===== src/rtl/multiply_pkg.sv =====
// Shared definitions for the shift-add multiplier controller and its arbiter front end.
package multiply_pkg;

    localparam int unsigned MUL_WIDTH = 8;

    localparam logic [2:0] ST_IDLE   = 3'd0;
    localparam logic [2:0] ST_INIT_A = 3'd1;
    localparam logic [2:0] ST_INIT_B = 3'd2;
    localparam logic [2:0] ST_LOAD   = 3'd3;
    localparam logic [2:0] ST_SHIFT  = 3'd4;
    localparam logic [2:0] ST_DONE   = 3'd5;

    typedef struct packed {
        logic select;
        logic load_a;
        logic load_b;
        logic shift;
    } dp_ctrl_t;

    // INIT_B clears the product with B (select=0); LOAD conditionally adds A (select=1).
    function automatic dp_ctrl_t strobes_for(input logic [2:0] st);
        dp_ctrl_t c;
        c = '0;
        case (st)
            ST_INIT_A: c.load_a = 1'b1;
            ST_INIT_B: c.load_b = 1'b1;
            ST_LOAD: begin
                c.select = 1'b1;
                c.load_b = 1'b1;
            end
            ST_SHIFT:  c.shift  = 1'b1;
            default:   c = '0;
        endcase
        return c;
    endfunction

endpackage


===== src/rtl/rr_arbiter2.sv =====
// Combinational two-way round-robin pick; a tie goes to the requester not granted last.
module rr_arbiter2 (
    input  logic req0,
    input  logic req1,
    input  logic last_grant,
    output logic grant_valid,
    output logic grant_idx
);

    assign grant_valid = req0 | req1;
    assign grant_idx   = (req0 & req1) ? ~last_grant : req1;

endmodule


===== src/rtl/multiply_arbiter.sv =====
// Two-requester arbiter and sequencer for the shared shift-add multiplier datapath.
module multiply_arbiter
    import multiply_pkg::*;
#(
    parameter int unsigned WIDTH = MUL_WIDTH
) (
    input  logic                 clock,
    input  logic                 reset,
    input  logic                 req0,
    input  logic                 req1,
    input  logic [WIDTH-1:0]     a0,
    input  logic [WIDTH-1:0]     b0,
    input  logic [WIDTH-1:0]     a1,
    input  logic [WIDTH-1:0]     b1,
    output logic                 ack0,
    output logic                 ack1,
    output logic                 done0,
    output logic                 done1,
    output logic [2*WIDTH-1:0]   product,
    output logic                 busy,
    output logic [WIDTH-1:0]     dp_operand_a,
    output logic [WIDTH-1:0]     dp_operand_b,
    output logic                 dp_select,
    output logic                 dp_loadA,
    output logic                 dp_loadB,
    output logic                 dp_shift,
    input  logic [2*WIDTH-1:0]   dp_product
);

    localparam int unsigned CW = $clog2(WIDTH);
    localparam logic [CW-1:0] LAST_ITER = CW'(WIDTH - 1);

    logic [2:0]         state_q, state_d;
    logic [CW-1:0]      count_q, count_d;
    logic               last_q, last_d;
    logic               owner_q, owner_d;
    logic [WIDTH-1:0]   opa_q, opa_d;
    logic [WIDTH-1:0]   opb_q, opb_d;
    logic [2*WIDTH-1:0] product_q, product_d;
    logic               done0_q, done0_d;
    logic               done1_q, done1_d;

    logic     grant_valid;
    logic     grant_idx;
    dp_ctrl_t ctrl;

    rr_arbiter2 u_arb (
        .req0        (req0),
        .req1        (req1),
        .last_grant  (last_q),
        .grant_valid (grant_valid),
        .grant_idx   (grant_idx)
    );

    always_comb begin
        state_d   = state_q;
        count_d   = count_q;
        last_d    = last_q;
        owner_d   = owner_q;
        opa_d     = opa_q;
        opb_d     = opb_q;
        product_d = product_q;
        done0_d   = 1'b0;
        done1_d   = 1'b0;
        case (state_q)
            ST_IDLE: begin
                if (grant_valid) begin
                    owner_d = grant_idx;
                    last_d  = grant_idx;
                    opa_d   = grant_idx ? a1 : a0;
                    opb_d   = grant_idx ? b1 : b0;
                    count_d = '0;
                    state_d = ST_INIT_A;
                end
            end
            ST_INIT_A: state_d = ST_INIT_B;
            ST_INIT_B: state_d = ST_LOAD;
            ST_LOAD:   state_d = ST_SHIFT;
            ST_SHIFT: begin
                if (count_q == LAST_ITER) begin
                    state_d = ST_DONE;
                end else begin
                    count_d = count_q + 1'b1;
                    state_d = ST_LOAD;
                end
            end
            ST_DONE: begin
                product_d = dp_product;
                done0_d   = ~owner_q;
                done1_d   = owner_q;
                state_d   = ST_IDLE;
            end
            default: state_d = ST_IDLE;
        endcase
    end

    always_ff @(posedge clock or posedge reset) begin
        if (reset) begin
            state_q   <= ST_IDLE;
            count_q   <= '0;
            last_q    <= 1'b1;
            owner_q   <= 1'b0;
            opa_q     <= '0;
            opb_q     <= '0;
            product_q <= '0;
            done0_q   <= 1'b0;
            done1_q   <= 1'b0;
        end else begin
            state_q   <= state_d;
            count_q   <= count_d;
            last_q    <= last_d;
            owner_q   <= owner_d;
            opa_q     <= opa_d;
            opb_q     <= opb_d;
            product_q <= product_d;
            done0_q   <= done0_d;
            done1_q   <= done1_d;
        end
    end

    assign ctrl         = strobes_for(state_q);
    assign dp_select    = ctrl.select;
    assign dp_loadA     = ctrl.load_a;
    assign dp_loadB     = ctrl.load_b;
    assign dp_shift     = ctrl.shift;
    assign dp_operand_a = opa_q;
    assign dp_operand_b = opb_q;
    assign ack0         = (state_q == ST_INIT_A) & ~owner_q;
    assign ack1         = (state_q == ST_INIT_A) & owner_q;
    assign busy         = (state_q != ST_IDLE);
    assign done0        = done0_q;
    assign done1        = done1_q;
    assign product      = product_q;

endmodule


===== config.mk =====
export PLATFORM = sky130hd
export DESIGN_NAME = multiply_arbiter
export DESIGN_NICKNAME = d
export VERILOG_FILES = /design/src/rtl/multiply_pkg.sv /design/src/rtl/rr_arbiter2.sv /design/src/rtl/multiply_arbiter.sv
export SDC_FILE = /design/constraint.sdc
export NUM_CORES = 1
export LEC_CHECK = 0
export CORE_ASPECT_RATIO = 1.4
export CORE_MARGIN = 2
export CORE_UTILIZATION = 43
export CTS_CLUSTER_SIZE = 16
export DETAILED_ROUTE_END_ITERATION = 6
export GPL_TIMING_DRIVEN = 0
export PLACE_DENSITY = 0.83
export REMOVE_ABC_BUFFERS = 1
export SYNTH_ARGS = -nofsm -noshare
export SYNTH_HDL_FRONTEND = slang
export SYNTH_SLANG_ARGS = --single-unit
export TNS_END_PERCENT = 10

===== constraint.sdc =====
create_clock -name clock -period 4.39 [get_ports clock]
set_input_delay 0.878 -clock clock [delete_from_list [all_inputs] [get_ports clock]]
set_output_delay 0.878 -clock clock [all_outputs]
set_load 0.01 [all_outputs]

==> results of run 1 <==
[logic make-up after synthesis]
family | share of synthesized area (%)
fa+ha+maj | 1.314
mux | 9.461
flops | 55.26
simple gates | 7.425
buf+inv | 4.928
compound gates | 21.16
xor+xnor | 0.4600
[final cells by class]
| type | instances | area (um^2) | area share [%] |
|---|---|---|---|
| inverters | 6 | 25.02 | 0.8595 |
| clock buffers | 8 | 80.08 | 2.750 |
| multi-input cells | 79 | 758.2 | 26.04 |
| flip-flops and latches | 42 | 1052 | 36.14 |
| repair buffers | 92 | 920.9 | 31.63 |
| well taps | 60 | 75.07 | 2.578 |
[critical path, stage by stage, from the launching register on]
cell and delay (ps):
sky130_fd_sc_hd__dfrtp_1 510, sky130_fd_sc_hd__nor3_4 830, sky130_fd_sc_hd__inv_4 130, sky130_fd_sc_hd__clkdlybuf4s50_1 520
[report_power, final]
group | switching (mW) | internal, mW | total [mW]
logic | 0.391 | 0.587 | 0.978
registers | 0.133 | 0.571 | 0.705
clock network | 0.123 | 0.113 | 0.236
[sequential cells by signal, indices dropped and copies added (netlist names)]
signal	cells
count_q	3
done0	1
done1	1
dp_operand_a	8
dp_operand_b	8
last_q	1
owner_q	1
product	16
state_q	3
[how the worst max path moves through the flow]
stage | from | endpoint | slack, ps | cells after the start
after floorplan | state_q[2] | busy | 2280 | 2
after global placement | state_q[2] | busy | 1540 | 3
after detailed placement | state_q[2] | busy | 1530 | 3
after CTS | state_q[2] | busy | 1220 | 3
after global routing | state_q[2] | busy | 1110 | 3
final | state_q[2] | busy | 1230 | 3
[through the flow]
step                      utilization, %  setup WS [ps]  hold WS (ps)
after floorplan                        -           2276         440.2
after global placement             66.79           1541         468.9
after detailed placement           66.79           1527         485.3
after CTS                          68.68           1215         495.3
after global routing               68.68           1107         519.9
final                              68.68           1228         487.7
[placed cells by master, fill, tap and decap left out, drive strengths merged, types with 3 or more instances in the layout]
cell           synthesis  final
clkdlybuf4s50          0     92
nand2                  3      3
dfrtp                 41     41
o32ai                 16     16
and2                   3      3
nor2                   4      4
clkbuf                 5      8
inv                    6      6
mux2                  16     16
a2bb2oi               16     16
[routing by layer]
layer	GRT usage [%]	vias up	wire length, um
met1	22.36	755	1699
met3	3.894	5	211
met4	6.000	0	51
met5	0	-	0
li1	-	702	-
met2	31.85	48	2505
==> out/results.txt, run 1 <==
In this run the static leakage power is 1.166 nW. In this run the cell area of the synthesized design comes to 0.001904 mm^2. The kind of end point of the critical path is a primary output.

Proportion of netlist area held by the largest area contributor: 53.88%. Subtracting the final worst setup slack from the clock period gives 3162 ps. For the worst setup path, the data required time is 3510 ps.

The maximum resistive drop on vdd was 0.0003693 V. The run finished with clean final reports. Fill cells in the final layout number 316. After floorplanning, the core was sized to cover 0.004239 mm^2. Via count of the first global-routing pass: 1356.

Detailed placement finished with a half-perimeter wire length of 3202 um. The cell depth of the worst min-delay path was 1. The tightest min-delay check is of the register to register type. The startpoint identified for the worst register-to-register timing path is state_q[2].

The final-report hold violation count is 0, and the internal reg-to-reg setup slack is 2270 ps. The run gives 2 as the deepest clock path buffer count. The detailed router placed 1510 vias in this run. Counting instances in the post-synthesis netlist gives the leading cell types as sky130_fd_sc_hd__dfrtp_1, sky130_fd_sc_hd__o32ai_1, sky130_fd_sc_hd__mux2_2. The tools report the deepest level of the CTS H-tree as 2. The logs give 0 for the final count of negative-setup-slack endpoints and 0.7056 for the final weighted congestion of routability-driven global placement.

The number of placement rows is 28, and the critical path data arrival time is 2280 ps. On the final layout, the worst clock skew is 4.703 ps. For the standard cell area after detailed placement, the log shows 0.002831 mm^2.

Power spread over the standard cell area amounts to 658.9 mW/mm^2. The share of the clock period used by the worst path is 72.02%, and the average vias per placed instance is 5.261. The endpoint identified for the worst register-to-register timing path is dp_operand_b[2]. The number of slew-limit violations in the final report was 0.

Counting every sink on the clock net gives 42. Averaged over all synthesized cells, the footprint is 13.70 um^2. The count of cells resized by post-cts repair is 0, and the average wire length per cell after detail routing is 15.56 um.

Clock buffer count from CTS: 5. Along the worst path, the maximum fanout reaches 19. The hold path endpoint was count_q[0].

After synthesis, the cell types taking the most area are sky130_fd_sc_hd__dfrtp_1, sky130_fd_sc_hd__mux2_2, sky130_fd_sc_hd__o32ai_1. The number of antenna diodes in the final layout is 0. The async set or reset register ratio after synthesis is 100.0%. The floorplan step set the die height to 82.74 um. The design draws 1.918 mW. The logs give 93 for the number of top-level design ports and 279 for the total placed cells including tap cells.

Once the floorplan was initialized, standard cells occupied 44.92% of the core. The worst hold path begins at count_q[0]. Clock latency on the worst-skew pair, taken at its later pin, is 290 ps.

At the pin with the least slew margin, the transition time is 1172 ps. The clock slew at the register clock pins of the worst setup and hold paths is 70 ps, and the number of cells in the finished layout apart from fillers is 287. Derived from the worst setup path, the maximum achievable clock frequency is 316.3 MHz. The pin count of the biggest net entering global routing came out at 43. Global routing consumed, over all layers together, 18.36% of the routing resources. The post-synthesis cell type count was 34; the post-layout instance area was 0.002912 mm^2.

The most common flop cell mapped by yosys is sky130_fd_sc_hd__dfrtp_1. For this run, the number of Yosys warnings is 0. For the number of antenna violations at the first check in global routing, the log shows 0.

The number of buffers added to fix hold violations after cts came out at 0. The clock root buffer master is sky130_fd_sc_hd__clkbuf_8. Across the run, the number of max-cap violations was 0. Post-CTS timing repair inserted 0 buffers for setup. Yosys instantiated no cell more often than sky130_fd_sc_hd__dfrtp_1. After the last flow step, the layout net total stands at 280. Cells with a size suffix above 1 make up 14.54% of the layout. For this run, design rule violations remaining after detail routing come to 0.

The share of the Yosys chip area taken by registers is 55.26%. In this run the tightest slew margin relative to its limit is 21.67%. STA classifies the critical path startpoint as a register.

For this run the aggregate overflow at the end of global routing stands at 0. Wires add up to 4467 um. The cell type with the largest total area after synthesis is sky130_fd_sc_hd__dfrtp_1. The first detailed-routing pass took 4 iterations.

After synthesis the netlist holds a flip-flop and latch count of 42. The first global-routing pass estimated 6817 um of wire. In this run, synthesis inferred 0 flip-flops with an integrated enable. Setup repair after global routing left no endpoint under its margin. TritonCTS built the clock tree. The die covers 0.004985 mm^2. In the synthesized netlist, the number of instances is 139. Buffers placed on the I/O ports in this run total 92. The floorplan step set the die width to 60.25 um.

The sum of negative setup slack was 0 ps. The critical path is of the register to primary output type. The number of cells on the worst reg-to-reg path was 4; the synthesis-to-layout area growth was 52.89%.

The count of nets left with antenna violations once routing finished came out at 0. The detailed router finished its first iteration with 43 violations.
No activity file was read; power rests on OpenSTA's default activity.
==> run 2, diff against run 1 <==
--- a/config.mk
+++ b/config.mk
@@ -7,11 +7,11 @@
 export LEC_CHECK = 0
 export CORE_ASPECT_RATIO = 1.4
 export CORE_MARGIN = 2
-export CORE_UTILIZATION = 43
+export CORE_UTILIZATION = 36
 export CTS_CLUSTER_SIZE = 16
 export DETAILED_ROUTE_END_ITERATION = 6
 export GPL_TIMING_DRIVEN = 0
-export PLACE_DENSITY = 0.83
+export PLACE_DENSITY = 0.74
 export REMOVE_ABC_BUFFERS = 1
 export SYNTH_ARGS = -nofsm -noshare
 export SYNTH_HDL_FRONTEND = slang
==> constraint.sdc (replaced) <==
create_clock -name clock -period 2.6 [get_ports clock]
set_input_delay 0.52 -clock clock [delete_from_list [all_inputs] [get_ports clock]]
set_output_delay 0.52 -clock clock [all_outputs]
set_load 0.01 [all_outputs]
==> out/results.txt, run 2 (synthesized netlist as in run 1, its figures left out) <==
The maximum resistive drop on vdd came out at 0.0005843 V (+58%). The run gives 34 (-21%) as the pin count of the biggest net entering global routing. The run gives 41 (-4.7%) as the initial detailed-routing violation count.

The run finished with clean final reports. The leading cell type in the layout, fill and taps excluded was sky130_fd_sc_hd__clkdlybuf4s50_1. The horizontal die dimension was 65.47 um (+8.7%); the power per cell area was 1122 mW/mm^2 (+70%). The worst setup path is captured at a primary output. The clock insertion delay at the later pin of the skew report came out at 290 ps (about the same).

Setup repair after global routing left no endpoint under its margin. The number of buffers added to fix hold violations after cts is 0 (unchanged), and the number of flip-flops under the largest register name is 16 (unchanged). The kind of critical path was register to primary output. The proportion of layout cells with a drive suffix above 1 came out at 17.03% (+2.5 points). The count of input and output buffers was 92 (unchanged); the maximum clock skew at final layout was 6.306 ps (+1.603 ps).

The logs give 0 (unchanged) for the total global routing overflow and 2080 ps (-1430 ps) for the required time of the critical path. The slew of the pin with the lowest slew margin is 1225 ps (+52.42 ps). Internal reg-to-reg setup slack: 770 ps (-1500 ps).

The tree is rooted in a sky130_fd_sc_hd__clkbuf_8. The detailed-route via count is 1493 (-1.1%). The total iterations of the first detailed-routing run was 4 (unchanged).

The tools report the number of clock sinks seen by CTS as 42 (unchanged). The first element of the critical path was state_q[0]. STA classifies the critical path startpoint as a register. The share of the clock period used by the worst path works out to 89.68%. The post-route total power is 3.344 mW (+74%), and the post-DP HPWL is 3414 um (+6.6%). The run gives 0 (unchanged) as the number of antenna violations at the first check in global routing. The largest driver fanout on the critical path came out at 8 (-11).

The logs give 0.001052 mm^2 (unchanged) for the storage element area and 37.19% (-7.7 points) for the starting utilization of the core area. The critical path data arrival time is 1810 ps (-470 ps). The tools report the area taken by multi-input logic gates as 763.2 um^2 (+0.66%). The run gives 0 (unchanged) as the final-report hold violation count.

The final count of negative-setup-slack endpoints was 0 (unchanged); the deepest clock path buffer count was 2 (unchanged). The sum of negative setup slack is 0 ps (unchanged). Die area: 0.005896 mm^2 (+18%). The die outline height is 90.06 um (+8.8%), and the met3 capacity usage during global routing is 2.128% (-1.8 points). The number of top-level design ports was 93 (unchanged); the via count of the first global-routing pass was 1448 (+6.8%). The post-detailed-route DRC marker count was 0 (unchanged). TritonCTS built the clock tree. For the final critical-path setup slack, the log shows 268.3 ps (-959.9 ps). The tools report the end point of the critical path as ack0.

Number of cells in the finished layout apart from fillers: 295 (+2.8%). The average wire length per cell after detail routing is 15.73 um (+1.1%), and the final weighted congestion of routability-driven global placement is 0.7432 (+5.3%). The worst register-to-register path ends at dp_operand_a[1]. The filler cell count was 451 (+43%); the met2 usage was 27.13% (-4.7 points). The logs give 0 (unchanged) for the number of slew-limit violations in the final report and 0 (unchanged) for the number of diodes added for antenna fixing.

The total placed cells including tap cells was 286 (+2.5%); the pre-CTS worst setup slack was 21.78 ps (-1505 ps). The global-route wire length before repair is 7479 um (+9.7%), and the max-slew headroom at the worst pin is 18.17% (-3.5 points). From synthesis to final layout, the design area changed by 56.57%. Derived from the worst setup path, the maximum achievable clock frequency is 428.9 MHz. The total core area was 0.005120 mm^2 (+21%). The tools report the deepest level of the CTS H-tree as 2 (unchanged). Counting I/O delays and the setup requirement, the final critical path takes 2332 ps. The total global routing track utilization was 16.42% (-1.9 points). The number of placement rows came out at 31 (+11%).

The clock slew at the register clock pins of the worst setup and hold paths is 80 ps (about the same). The average vias per placed instance is 5.061 (-3.8%). The worst hold path belongs to the class input pin to async pin. Reg-to-reg startpoint: last_q. For the number of nets with antenna violations after detailed routing, the log shows 0 (unchanged). The global routing stage identified its most utilized layer as met2.

The met1 global-route usage is 20.92% (-1.4 points). The final hold slack is 477.0 ps (-10.71 ps). In the layout the commonest cells are sky130_fd_sc_hd__clkdlybuf4s50_1, sky130_fd_sc_hd__dfrtp_1, sky130_fd_sc_hd__o32ai_1, sky130_fd_sc_hd__mux2_2. The logs give 1.201 nW (+3.0%) for the leakage power and 4640 um (+3.9%) for the total wire length after detailed routing. The number of max-cap violations came out at 0 (unchanged). The number of cells on the worst reg-to-reg path is 3 (-1), and the number of nets in the layout is 282 (+0.71%).

The clock buffer count from CTS was 5 (unchanged).
==> run 2: layout make-up <==
| class | count | share of cell area (%) |
|---|---|---|
| Timing Repair Buffer | 94 | 31.81 |
| Clock buffer | 8 | 3.693 |
| Sequential cell | 42 | 35.29 |
| Inverter | 6 | 0.8393 |
| Tap cell | 66 | 2.770 |
| Multi-Input combinational cell | 79 | 25.60 |
==> run 2: per-stage QoR <==
stage / util [%] / area (um^2)
after floorplan: - / 1836
after global placement: 55.45 / 2839
after detailed placement: 55.84 / 2859
after CTS: 58.14 / 2977
after global routing: 58.24 / 2982
final: 58.24 / 2982
==> run 2: repair_timing <==
action,CTS,global route
gates resized for setup,0,1
pin swaps,1,0
setup endpoints to repair,1,1
buffers inserted,1,0
hold endpoints to repair,0,0
==> run 2: report_power, final <==
group | switching, mW | internal, mW | total (mW) | leakage (nW)
clock network | 0.211 | 0.268 | 0.479 | 0.0575
registers | 0.227 | 0.965 | 1.19 | 0.486
logic | 0.667 | 1.01 | 1.67 | 0.658
total | 1.10 | 2.24 | 3.34 | 1.20
==> run 2: worst min path at each step <==
stage                  endpoint  slack, ps  cells past startpoint
finish               product[7]        480                      2
global route        product[14]        500                      2
CTS                  product[7]        480                      2
detailed placement   product[5]        480                      1
global placement     product[6]        470                      1
floorplan                 done0        440                      1
==> run 2: worst max-delay path: stages (launching register included) <==
cell                              delay, ps
sky130_fd_sc_hd__dfrtp_1                550
sky130_fd_sc_hd__nor3b_2                290
sky130_fd_sc_hd__and2_1                 150
sky130_fd_sc_hd__clkdlybuf4s50_1        540
==> run 2: metal layers <==
| metal | vias up | part of all wire [%] | wire, um |
|---|---|---|---|
| met3 | 12 | 2.7 | 127 |
| met2 | 38 | 54 | 2487 |
| li1 | 705 | - | - |
| met1 | 738 | 41 | 1908 |
| met5 | - | 0 | 0 |
| met4 | 0 | 2.5 | 116 |
